$ cat src/rtl/trojan_pkg.sv
// trojan_pkg
// Shared types and widths for the trojan trigger controller.
//   trig_state_t : controller state (IDLE, COUNT, FIRE)
//   TRIG_CNT_W   : width of the consecutive-match counter
//   TRIG_PAY_W   : width of the payload-window counter
//   TRIG_TMO_W   : width of the optional idle-gap counter
package trojan_pkg;

    typedef enum logic [1:0] {
        IDLE  = 2'd0,
        COUNT = 2'd1,
        FIRE  = 2'd2
    } trig_state_t;

    localparam int TRIG_CNT_W = 4;
    localparam int TRIG_PAY_W = 16;
    localparam int TRIG_TMO_W = 16;

endpackage

$ cat src/rtl/trig_down_counter.sv
// trig_down_counter
// Loadable saturating counter. With UP=0 it counts down and sticks at zero
// (payload window). With UP=1 it counts up and sticks at all-ones (idle-gap
// counter); loading zero acts as a clear in that mode.
// Ports:
//   clk      : clock, rising edge
//   rst      : synchronous active-high reset, count -> 0
//   load     : load load_val this cycle (has priority over step)
//   load_val : value to load
//   step     : advance one count in the configured direction
//   count    : current value (registered)
module trig_down_counter #(
    parameter int W  = 16,
    parameter bit UP = 1'b0
) (
    input  logic         clk,
    input  logic         rst,
    input  logic         load,
    input  logic [W-1:0] load_val,
    input  logic         step,
    output logic [W-1:0] count
);

    logic [W-1:0] count_reg;

    always_ff @(posedge clk) begin
        if (rst) begin
            count_reg <= '0;
        end else if (load) begin
            count_reg <= load_val;
        end else if (step) begin
            if (UP) begin
                if (count_reg != '1) begin
                    count_reg <= count_reg + W'(1);
                end
            end else begin
                if (count_reg != '0) begin
                    count_reg <= count_reg - W'(1);
                end
            end
        end
    end

    assign count = count_reg;

endmodule

$ cat src/rtl/trojan_trigger_ctrl.sv
// trojan_trigger_ctrl
// Qualifies comparator results with the plaintext strobe, fires the payload
// after MATCH_COUNT consecutive qualified matches and then holds payload_en
// for PAYLOAD_CYCLES cycles. The FIRE window cannot be interrupted except by
// rst.
// Optional build macro TRIG_TIMEOUT_EN: abandons a partial match run after
// TIMEOUT_CYCLES cycles in COUNT without a qualified event.
// Ports:
//   clk        : clock, rising edge
//   rst        : synchronous active-high reset
//   enable     : trigger enable; low drops a partial run back to IDLE
//   pt_valid   : one-cycle strobe, new plaintext at the comparator
//   cmp_match  : comparator result, used only with pt_valid
//   payload_en : payload enable (registered)
//   fire_pulse : one-cycle pulse on the first payload_en cycle (registered)
//   armed      : high while a partial match run is in progress (registered)
//   match_cnt  : current consecutive-match count (registered)
module trojan_trigger_ctrl
    import trojan_pkg::*;
#(
    parameter int MATCH_COUNT    = 3,
    parameter int PAYLOAD_CYCLES = 16,
    parameter int TIMEOUT_CYCLES = 1024
) (
    input  logic                  clk,
    input  logic                  rst,
    input  logic                  enable,
    input  logic                  pt_valid,
    input  logic                  cmp_match,
    output logic                  payload_en,
    output logic                  fire_pulse,
    output logic                  armed,
    output logic [TRIG_CNT_W-1:0] match_cnt
);

    localparam logic [TRIG_CNT_W-1:0] MC_VAL   = TRIG_CNT_W'(MATCH_COUNT);
    localparam logic [TRIG_PAY_W-1:0] PAY_INIT = TRIG_PAY_W'(PAYLOAD_CYCLES - 1);

    trig_state_t           state_reg, state_next;
    logic [TRIG_CNT_W-1:0] match_cnt_reg, match_cnt_next;
    logic                  payload_en_reg, fire_pulse_reg, armed_reg;

    logic                  qual_event;
    logic                  pay_load, pay_step;
    logic [TRIG_PAY_W-1:0] pay_cnt;
    logic                  gap_expired;

    assign qual_event = pt_valid & enable;

    // Payload window: loaded with PAYLOAD_CYCLES-1 on FIRE entry, the FSM
    // leaves FIRE on the cycle it reads zero, giving exactly PAYLOAD_CYCLES
    // cycles of payload_en.
    trig_down_counter #(
        .W  (TRIG_PAY_W),
        .UP (1'b0)
    ) u_pay_cnt (
        .clk      (clk),
        .rst      (rst),
        .load     (pay_load),
        .load_val (PAY_INIT),
        .step     (pay_step),
        .count    (pay_cnt)
    );

`ifdef TRIG_TIMEOUT_EN
    logic [TRIG_TMO_W-1:0] gap_cnt;
    logic                  gap_clear;

    // Held at zero outside COUNT and cleared by every qualified event, so it
    // measures cycles since the last event of the current run.
    assign gap_clear = (state_reg != COUNT) | qual_event;

    trig_down_counter #(
        .W  (TRIG_TMO_W),
        .UP (1'b1)
    ) u_gap_cnt (
        .clk      (clk),
        .rst      (rst),
        .load     (gap_clear),
        .load_val ('0),
        .step     (1'b1),
        .count    (gap_cnt)
    );

    // The current idle cycle is gap number gap_cnt+1; expire when that
    // reaches TIMEOUT_CYCLES. The FSM checks events first, so an event in
    // the same cycle still wins.
    assign gap_expired = (gap_cnt >= TRIG_TMO_W'(TIMEOUT_CYCLES - 1));
`else
    logic [31:0] unused_tmo_cfg;
    assign unused_tmo_cfg = 32'(TIMEOUT_CYCLES);
    assign gap_expired    = 1'b0;
`endif

    always_ff @(posedge clk) begin
        if (rst) begin
            state_reg      <= IDLE;
            match_cnt_reg  <= '0;
            payload_en_reg <= 1'b0;
            fire_pulse_reg <= 1'b0;
            armed_reg      <= 1'b0;
        end else begin
            state_reg      <= state_next;
            match_cnt_reg  <= match_cnt_next;
            payload_en_reg <= (state_next == FIRE);
            fire_pulse_reg <= (state_next == FIRE) && (state_reg != FIRE);
            armed_reg      <= (state_next == COUNT);
        end
    end

    always_comb begin
        state_next     = state_reg;
        match_cnt_next = match_cnt_reg;
        pay_step       = 1'b0;

        case (state_reg)
            IDLE: begin
                if (qual_event && cmp_match) begin
                    match_cnt_next = TRIG_CNT_W'(1);
                    state_next     = (MATCH_COUNT == 1) ? FIRE : COUNT;
                end
            end

            COUNT: begin
                // enable low outranks any strobe in the same cycle
                if (!enable) begin
                    match_cnt_next = '0;
                    state_next     = IDLE;
                end else if (pt_valid) begin
                    if (cmp_match) begin
                        match_cnt_next = match_cnt_reg + TRIG_CNT_W'(1);
                        if (match_cnt_next == MC_VAL) begin
                            state_next = FIRE;
                        end
                    end else begin
                        match_cnt_next = '0;
                        state_next     = IDLE;
                    end
                end else if (gap_expired) begin
                    match_cnt_next = '0;
                    state_next     = IDLE;
                end
            end

            FIRE: begin
                // All inputs ignored; a strobe in the last cycle is dropped.
                if (pay_cnt == '0) begin
                    match_cnt_next = '0;
                    state_next     = IDLE;
                end else begin
                    pay_step = 1'b1;
                end
            end

            default: begin
                match_cnt_next = '0;
                state_next     = IDLE;
            end
        endcase
    end

    assign pay_load   = (state_next == FIRE) && (state_reg != FIRE);

    assign payload_en = payload_en_reg;
    assign fire_pulse = fire_pulse_reg;
    assign armed      = armed_reg;
    assign match_cnt  = match_cnt_reg;

endmodule

$ cat config.mk
export PLATFORM = sky130hd
export DESIGN_NAME = trojan_trigger_ctrl
export DESIGN_NICKNAME = d
export VERILOG_FILES = /design/src/rtl/trojan_pkg.sv /design/src/rtl/trig_down_counter.sv /design/src/rtl/trojan_trigger_ctrl.sv
export SDC_FILE = /design/constraint.sdc
export NUM_CORES = 1
export LEC_CHECK = 0
export BUFFER_PORTS_ARGS = -buffer_cell sky130_fd_sc_hd__buf_2
export CAP_MARGIN = 0
export CORE_MARGIN = 2
export CORE_UTILIZATION = 35
export DETAILED_ROUTE_END_ITERATION = 8
export PLACE_DENSITY_LB_ADDON = 0.12
export SLEW_MARGIN = 25
export SYNTH_ARGS = -nofsm -noshare
export SYNTH_HDL_FRONTEND = slang
export SYNTH_SLANG_ARGS = --single-unit
$ cat constraint.sdc
create_clock -name clk -period 1.6 [get_ports clk]
set_input_delay 0.16 -clock clk [delete_from_list [all_inputs] [get_ports clk]]
set_output_delay 0.16 -clock clk [all_outputs]
set_load 0.02 [all_outputs]
# After elaboration in Yosys (flattened, before gate mapping)
# Cells that the tools add are included.
dict set report totals {
  reg_bits 25
  in_bits 5
  output_inout_bits 7
  wordCells 48
}
dict set report classes {
  add_sub_neg 2
  eq_ne 9
  mux 18
  bitwise 1
  reduce_logical 11
}
# cell count
set op_table {}
lappend op_table {{$mux W4} 8}
lappend op_table {{$logic_not A16 Y1} 1}
lappend op_table {{$reduce_bool A16 Y1} 1}
lappend op_table {{$sub A16 B1 Y16 const B} 1}
lappend op_table {{$mux W2} 6}
lappend op_table {{$pmux W4 S3} 1}
lappend op_table {{$ne A2 B2 Y1 const B} 3}
lappend op_table {{$pmux W2 S3} 1}
lappend op_table {{$add A4 B1 Y4 const B} 1}
lappend op_table {{$eq A2 B1 Y1 const B} 2}
lappend op_table {{$eq A2 B2 Y1 const B} 2}
lappend op_table {{$eq A4 B2 Y1 const B} 1}
lappend op_table {{$reduce_and A2 Y1} 2}
lappend op_table {{$reduce_bool A2 Y1} 2}
lappend op_table {{$ne A3 B3 Y1 const B} 1}
lappend op_table {{$reduce_and A3 Y1} 1}
lappend op_table {{$logic_and A1 B1 Y1} 2}
lappend op_table {{$logic_not A2 Y1} 1}
lappend op_table {{$mux W1} 2}
lappend op_table {{$reduce_or A2 Y1} 1}
lappend op_table {{$and A1 B1 Y1} 1}

# Depth between registers and ports, before layout
# Gate-level depths: netlist of run 1.
dict set report logic_depth {
  depth_word 11
  ltp_mapped 7
  ltp_nobuf 6
}

# By module
# From an unflattened synthesis of run 1, not the netlist that was laid out.
dict set report hier_totals {
  cells_unflattened 186
  area_unflattened_um2 1587.8
}
# mod instances cells_per_inst area_each_um2 seq_area_each_um2
set modules_own_cells {}
lappend modules_own_cells {trig_down_counter 1 127 1021.0 320.3}
lappend modules_own_cells {trojan_trigger_ctrl 1 59 566.8 180.2}

# Worst setup path before layout of run 1
# No wires, ideal clock.
dict set report synth_path {
  path_type {register -> register}
  from {register match_cnt_reg[2], in the netlist match_cnt[2]}
  to {register u_pay_cnt.count_reg[10], in the netlist u_pay_cnt.count[10]}
  t_arrival_ns 1.670
  t_required_ns 1.472
  setup_slack_ns -0.198
  stages_incl_launch_ff 7
  path_buffers 1
  cell_sequence {dfxtp_1 -> nand3_1 -> xnor2_1 -> nor3_1 -> a21o_1 -> clkbuf_1 -> nor2_1}
}
dict set report synth_between {
  elab_chain_len 10
}
# item line_no
set synth_lines {}
lappend synth_lines {{start: declaration} trojan_trigger_ctrl.sv:40} ;# logic [TRIG_CNT_W-1:0] match_cnt_reg, match_cnt_next;
lappend synth_lines {{start signal: assignment} trojan_trigger_ctrl.sv:104} ;# match_cnt_reg <= match_cnt_next;
lappend synth_lines {{$add A4 B1 Y4} trojan_trigger_ctrl.sv:131} ;# match_cnt_next = match_cnt_reg + TRIG_CNT_W'(1);
lappend synth_lines {{$eq A4 B2 Y1} trojan_trigger_ctrl.sv:132} ;# if (match_cnt_next == MC_VAL) begin
lappend synth_lines {{$mux W2} trojan_trigger_ctrl.sv:132}
lappend synth_lines {{$mux W2} trojan_trigger_ctrl.sv:130} ;# if (cmp_match) begin
lappend synth_lines {{$mux W2} trojan_trigger_ctrl.sv:129} ;# end else if (pt_valid) begin
lappend synth_lines {{$mux W2} trojan_trigger_ctrl.sv:126} ;# if (!enable) begin
lappend synth_lines {{$pmux W2 S3} trojan_trigger_ctrl.sv:116} ;# case (state_reg)
lappend synth_lines {{$eq A2 B2 Y1} trojan_trigger_ctrl.sv:162} ;# assign pay_load = (state_next == FIRE) && (state_reg != FIRE);
lappend synth_lines {{$logic_and A1 B1 Y1} trojan_trigger_ctrl.sv:162}
lappend synth_lines {{$reduce_or A2 Y1 (no line)} n/a}
lappend synth_lines {{end signal: assignment} trig_down_counter.sv:30} ;# count_reg <= load_val;
lappend synth_lines {{end signal: assignment} trig_down_counter.sv:34} ;# count_reg <= count_reg + W'(1);
lappend synth_lines {{end signal: assignment} trig_down_counter.sv:38} ;# count_reg <= count_reg - W'(1);
lappend synth_lines {{end: declaration} trig_down_counter.sv:24} ;# logic [W-1:0] count_reg;
# Every way passes these cells.
# A chain may end at the register's enable or synchronous reset.

# Worst setup path after layout of run 1
dict set report layout_path {
  from {register u_pay_cnt.count_reg[14], in the netlist u_pay_cnt.count[14]}
  to {register u_pay_cnt.count_reg[2], in the netlist u_pay_cnt.count[2]}
}
dict set report layout_between {
  elab_chain_len 7
  word_cells_on_any_way 12
  cone_classes {eq/ne: 1; mux: 5; reduce/logical: 6}
}
# item line_no
set layout_lines {}
lappend layout_lines {{$logic_not A16 Y1} trojan_trigger_ctrl.sv:147} ;# if (pay_cnt == '0) begin
lappend layout_lines {{$mux W2} trojan_trigger_ctrl.sv:147}
lappend layout_lines {{$pmux W2 S3} trojan_trigger_ctrl.sv:116}
lappend layout_lines {{$eq A2 B2 Y1} trojan_trigger_ctrl.sv:162}
lappend layout_lines {{$logic_and A1 B1 Y1} trojan_trigger_ctrl.sv:162}
lappend layout_lines {{$reduce_bool A2 Y1 (no line)} n/a}
lappend layout_lines {{$reduce_and A2 Y1 (no line)} n/a}
# Several ways; a longest one is shown, not always the timed one.

==> metrics, run 1 <==
Main synth FF type=dfxtp_1; largest net degree at the start of global routing=15; clock slew at reported path FFs=0.08 ns; GRT overflow=0; ant diodes=0; clock sink count=25; number of remaining DRC errors=0; Seq cells post-synth=25; Final period util=101.3%; violated checks=negative setup slack; # hold bufs at CTS=0; critical path class=reg -> reg; initial core utilization=a little under two fifths; number of CTS-inserted buffers=3; height of the die=~67 um; via count=1,257; crit-path max FO=14; Worst Path Required=1.76 ns; Cell variety after synth=38; met2 Resource Use GR=27.88%; post-route worst setup slack=-0.02080 ns; cells after synthesis=150; PD cells=approximately 610 nW/um2; RSZ-0062 raised after global routing=yes; clk_skew=0.002499 ns; Final Power=~1100 uW; minimum clock period=about 1.6 ns; Avg Cell Area, Syn=9.234 um2; Max clock buf depth=2; status=finished, violations left; P&R area growth vs syn=36.59%; Pleak=0.0007133 uW; Yosys top cell area share=36.13%; wire per inst=13.25 um; relative slew slack=68.80%; EDFF count, synth=0; Syn Std Cell Area=1385 um2; placed insts=between 200 and 250; layout cells sized above 1=41.54%; row count=22; CTS root buffer=clkbuf_8; arrival time worst endpoint=1.78 ns; via/cell ratio=5.173; TritonRoute pass-1 iters=5; fin. max-slew vios=0; Syn. warnings=0; M1 GR Usage=around 23%; Synth area leaders=dfxtp_1 (36%), xnor2_1 (9.5%), nor2_1 (4.9%), a2111oi_2 (4.3%), a21oi_1 (4.0%); Max Clk Rate=617.0 MHz; Final Hold Viols=0; first-pass GRT wire length=5.761 mm; Max-cap violations=0; Die Wd=roughly 67 um; sequential area share after synthesis=between 30% and 40%; clk_lat worst skew=0.27 ns; Post-Layout Cell Count=243; placer congestion estimate=0.8008; final net count=205; asr flop ratio synth=0%; vias in the first global route=between 1,000 and 1,500; area leader, netlist=dfxtp_1; Total Wirelength=3.219 mm; Worst Setup End Kind=flop; All-Layer GR Usage=17.07%; ANT nets after route=0; H-tree depth=1; initial antenna violation count=0; Worst Setup Start Kind=flop; final-report setup violation count=5; core area=~3700 um2; met3 GRT Util=2.027%; Hold Path Class=in -> reg; I/O Pins=12; IO buf count=11; CTS tree=built; VDD IR max=roughly 0.29 mV; Mapped Nets=159; gr busiest metal=met2; number of flip-flops under the largest register name=16; iteration-0 DRC count of the detailed router=52; Die ar.=4476 um2; Slew @ Worst Pin=0.4670 ns; Detailed Place HPWL=approximately 2.4 mm
through the flow:
| step | utilization (%) | hold slack (ns) | TNS (ns) | instance area (um2) | worst slack [ns] |
|---|---|---|---|---|---|
| finish | 50.53 | 0.2240 | -0.06834 | 1892 | -0.02080 |
| global route | 50.53 | 0.2201 | -0.8847 | 1892 | -0.1128 |
| CTS | 49.16 | 0.2119 | -0.1353 | 1841 | -0.03163 |
| detailed placement | 46.79 | 0.4957 | -0.5515 | 1752 | -0.1473 |
| global placement | 46.79 | 0.4849 | -0.4035 | 1752 | -0.1304 |
| floorplan | - | 0.3296 | -0.6733 | 1406 | -0.09770 |
logic make-up (layout without fill, tap and decap cells):
logic type                 after synthesis  after routing  synth area share [%]
and+or+nand+nor                         60             60                 26.74
AOI/OAI and AO/OA                       32             32                 17.80
DFF                                     25             25                 36.13
xor gates and xnor gates                16             16                 10.12
buffers and inverters                   12             57                 4.878
adders and majority gates                4              4                 3.614
muxes                                    1              1                0.7227
layout make-up:
class                           count  area (um2)
Timing Repair Buffer               46       342.8
Tap cell                           48       60.06
Multi-Input combinational cell    113       905.9
Fill cell                         373        1852
Inverter                            7       26.28
Clock buffer                        4       45.04
Sequential cell                    25       511.7
worst paths after layout:
path / depth (start not counted) / start / endpoint / slack [ns]
setup / recovery: 7 / u_pay_cnt.count[14]$_SDFFE_PP0P_ / u_pay_cnt.count[2]$_SDFFE_PP0P_ / -0.02
hold / removal: 2 / rst / fire_pulse$_SDFF_PP0_ / 0.22
setup reg to reg: 7 / u_pay_cnt.count[14]$_SDFFE_PP0P_ / u_pay_cnt.count[2]$_SDFFE_PP0P_ / -0.02
hold reg to reg: 2 / match_cnt[0]$_SDFFE_PP0P_ / match_cnt[0]$_SDFFE_PP0P_ / 0.51
synth_stat cells (all sizes together) (4+ instances only):
library cell	number
a2111oi	4
a211oi	4
a21oi	13
dfxtp	25
ha	4
inv	7
nand2	8
nand3	5
nor2	19
nor3	8
nor4b	5
xnor2	15
cells in the final DEF (no fill, tap or decap), drive strengths merged, types with 2 or more instances in the layout:
cell / instances
a31oi: 3
a21o: 3
inv: 7
nor3b: 3
or2: 2
a211oi: 4
nand4: 3
dfxtp: 25
a2111oi: 4
nor3: 8
buf: 46
xnor2: 15
nand2: 8
nand3: 5
ha: 4
clkbuf: 4
nor2: 19
nand2b: 2
a21oi: 13
nor4b: 5
o21ai: 2
worst max-delay path, stage by stage, from the launching register on:
cell,delay (ns)
dfxtp_1,0.32
or2_4,0.27
nor4b_4,0.30
buf_12,0.20
buf_4,0.14
a21oi_2,0.05
xnor2_1,0.16
a21oi_1,0.08
report_power, final:
| group | internal [uW] | switching [uW] | leakage [uW] |
|---|---|---|---|
| logic | 63.5 | 78.0 | 0.000485 |
| clock network | 178 | 193 | 0.0000228 |
| registers | 628 | 8.26 | 0.000205 |
metal layers:
layer  part of all wire [%]  up-vias
met5                      0        -
li1                       -      632
met1                     47      598
met4                    2.1        0
met2                     48       20
met3                    2.1        7
timing repair:
item                                    in CTS  in global routing
pin swaps                                    2                  4
hold endpoints to repair                     0                  0
resized for setup                            7                 12
buffers inserted                             1                  1
endpoints found under the setup margin      14                 23
(Power assumes the default switching activity.)
==> inputs of run 2 (changes only) <==
--- a/config.mk
+++ b/config.mk
@@ -5,6 +5,7 @@
 export SDC_FILE = /design/constraint.sdc
 export NUM_CORES = 1
 export LEC_CHECK = 0
+export ABC_AREA = 1
 export BUFFER_PORTS_ARGS = -buffer_cell sky130_fd_sc_hd__buf_2
 export CAP_MARGIN = 0
 export CORE_MARGIN = 2
==> run 2 against run 1 <==
  * The run now ends clean
  * Sequential share of layout area up 0.38 points
  * Combinational power down 22%
  * Global-route usage down 2.1 points
  * First-iteration DRC count down 52%
  * Sequential power up 1%
  * Non-clock buffer count down 18
  * Critical path type unchanged
  * Highest routed layer unchanged
==> metrics, run 2 <==
Setup TNS Final=0 ns (+0.06834 ns); post-cts resize count=0 (-7); M1 GR Usage=17.58% (-5.1 points); height of the die=70.39 um (+5.2%); largest family of logic cells by synthesized area=simple AND/OR/NAND/NOR gates; met2 Resource Use GR=26.94% (-0.94 points); vias in the first global route=1,324 (+5.2%); RSZ-0062 raised after global routing=no; area of the multi-input gates=928.4 um2 (+2.5%); asr flop ratio synth=0% (unchanged); clk_lat worst skew=0.28 ns (about the same); Cell variety after synth=24 (-37%); PD cells=626.4 nW/um2 (+3.2%); EDFF count, synth=0 (unchanged); I/O Pins=12 (unchanged); iteration-0 DRC count of the detailed router=25 (-52%); Pleak=0.0009230 uW (+29%); largest net degree at the start of global routing=16 (+1); ant diodes=0 (unchanged); Max-cap violations=0 (unchanged); status=complete, no violations; relative slew slack=79.32% (+11 points); Yosys top cell area share=32.44% (-3.7 points); first-pass GRT wire length=5.878 mm (+2.0%); minimum clock period=1.445 ns (-0.1756 ns); slowest stage delay, CP=0.37 ns (+0.05 ns); Die ar.=4955 um2 (+11%); clk_skew=0.009255 ns (+0.006756 ns); Detailed Place HPWL=2.750 mm (+13%); Final period util=90.33% (-11 points); Syn. warnings=0 (unchanged); Synth area leaders=dfxtp_1 (32%), nand2_1 (20%), nor2_1 (8.8%), a21oi_2 (6.2%), inv_1 (4.4%); mux cell area share after synthesis=0% (-0.72 points); row count=24 (+9.1%); Synth Area in Compound Gates=9.489% (-8.3 points); Avg Cell Area, Syn=6.678 um2 (-28%); via/cell ratio=4.574 (-12%); Placed Area=1757 um2 (+0.29%); CTS root buffer=clkbuf_8; Seq. cell area=505.5 um2 (-1.2%); placer congestion estimate=0.7895 (-1.4%); top-count cell post-synth=nand2_1; most used cell, CP=nand2_1; TritonRoute pass-1 iters=4 (-1); Final Hold Viols=0 (unchanged); area leader, netlist=dfxtp_1; number of CTS-inserted buffers=3 (unchanged); critical path class=reg -> reg; Max clock buf depth=2 (unchanged); Synth Area in XOR/XNOR=2.271% (-7.8 points); via count=1,427 (+14%); Main synth FF type=dfxtp_1; clock sink count=25 (unchanged); Worst Setup End Kind=flop; Total Wirelength=3.570 mm (+11%); arrival time worst endpoint=1.66 ns (-0.12 ns); Worst Path Buf+Inv=2 (unchanged); crit-path max FO=6 (-8); sequential area share after synthesis=32.44% (-3.7 points); VDD IR max=0.4148 mV (+42%); number of remaining DRC errors=0 (unchanged); final net count=270 (+32%); Max Clk Rate=691.9 MHz (+12%); # hold bufs at CTS=0 (unchanged); area share of fa/ha/maj cells after synthesis=3.244% (-0.37 points); filler instances=482 (+29%); Worst Setup Start Kind=flop; Slew @ Worst Pin=0.3083 ns (-0.1587 ns); commonest non-fill, non-tap cell in the layout=nand2_1; core area=4294 um2 (+15%); critical path cell sequence=ha_1 -> inv_1 -> nand2_1 -> nand2_1 -> nor2_1 -> nand2_1 -> nand2_1 -> nand2_2 -> nand2_4 -> clkbuf_16 -> a21oi_2; P&R area growth vs syn=19.46%; Worst Path Required=1.81 ns (+0.05 ns); initial antenna violation count=0 (unchanged); Top Family by Delay on Critical Path=simple AND/OR/NAND/NOR gates; clock slew at reported path FFs=0.10 ns (+0.02 ns); Setup Buffers After CTS=0 (-1); Syn Std Cell Area=1543 um2 (+11%); Hold Path Class=in -> reg; H-tree depth=1 (unchanged); wire per inst=11.44 um (-14%); All-Layer GR Usage=14.92% (-2.1 points); met3 GRT Util=3.608% (+1.6 points); final-report setup violation count=0 (-5); GRT overflow=0 (unchanged); IO buf count=11 (unchanged); Seq cells post-synth=25 (unchanged); Synth Area in Simple Gates=44.69% (+18 points); initial core utilization=35.93% (-1.1 points); most frequent cells in the layout=nand2_1 (81), nor2_1 (36), dfxtp_1 (23), inv_1 (18), buf_4 (15); cells after synthesis=231 (+54%); number of flip-flops under the largest register name=16 (unchanged); CTS tree=built; fin area=1843 um2 (-2.6%); slowest cell on the critical path=dfxtp_4; gr busiest metal=met2; Mapped Nets=240 (+51%); ANT nets after route=0 (unchanged); fin. max-slew vios=0 (unchanged); layout cells sized above 1=22.69% (-19 points); Die Wd=70.39 um (+5.2%); synth cell count leaders=nand2_1 (82), nor2_1 (36), dfxtp_1 (25)
-- run 2: logic make-up after synthesis --
kind of cell / after synthesis
AND/OR/NAND/NOR: 152
buffers and inverters: 25
flip-flops: 25
AO/OA/AOI/OAI: 21
XOR/XNOR: 4
adder cells (fa/ha/maj): 4
-- run 2: final timing paths --
check / from / to / slack, ns / depth (start not counted)
max: match_cnt[0]$_SDFFE_PP0P_ / u_pay_cnt.count[6]$_SDFFE_PP0P_ / 0.15 / 11
min reg2reg: u_pay_cnt.count[15]$_SDFFE_PP0P_ / u_pay_cnt.count[15]$_SDFFE_PP0P_ / 0.51 / 2
min: rst / armed$_SDFF_PP0_ / 0.08 / 2
max reg2reg: match_cnt[0]$_SDFFE_PP0P_ / u_pay_cnt.count[6]$_SDFFE_PP0P_ / 0.15 / 11
-- run 2: per-stage QoR --
step                setup slack [ns]  std cells  hold WS, ns  util [%]  power [uW]
floorplan                    0.06024        231       0.2291         -       726.5
CTS                           0.1012        311      0.07260     42.05        1166
global route                 0.01041        312      0.07935     42.92        1208
global placement              0.1534        307       0.3821     40.91       762.3
detailed placement            0.1335        307       0.3825     40.91       762.1
finish                        0.1548        312      0.07983     42.92        1154
-- run 2: area by class of cell --
class / instances / share of cell area (%)
clock buffer: 3 / 2.240
clock inverter: 1 / 0.4073
inverter: 22 / 4.481
multi-input combinational: 181 / 50.37
sequential: 25 / 27.43
tap: 52 / 3.530
timing repair buffer: 28 / 11.54
-- run 2: report_power, final --
part	switching, uW	internal (uW)	leakage (uW)	total, uW
Clock	221	177	0.0000217	398
Combinational	68.0	43.4	0.000698	111
Sequential	12.1	633	0.000203	645
-- run 2: per-layer routing --
metal,up-vias,routed length [um]
met2,20,1739
met5,-,0
met3,4,107
li1,780,-
met1,623,1666
met4,0,56
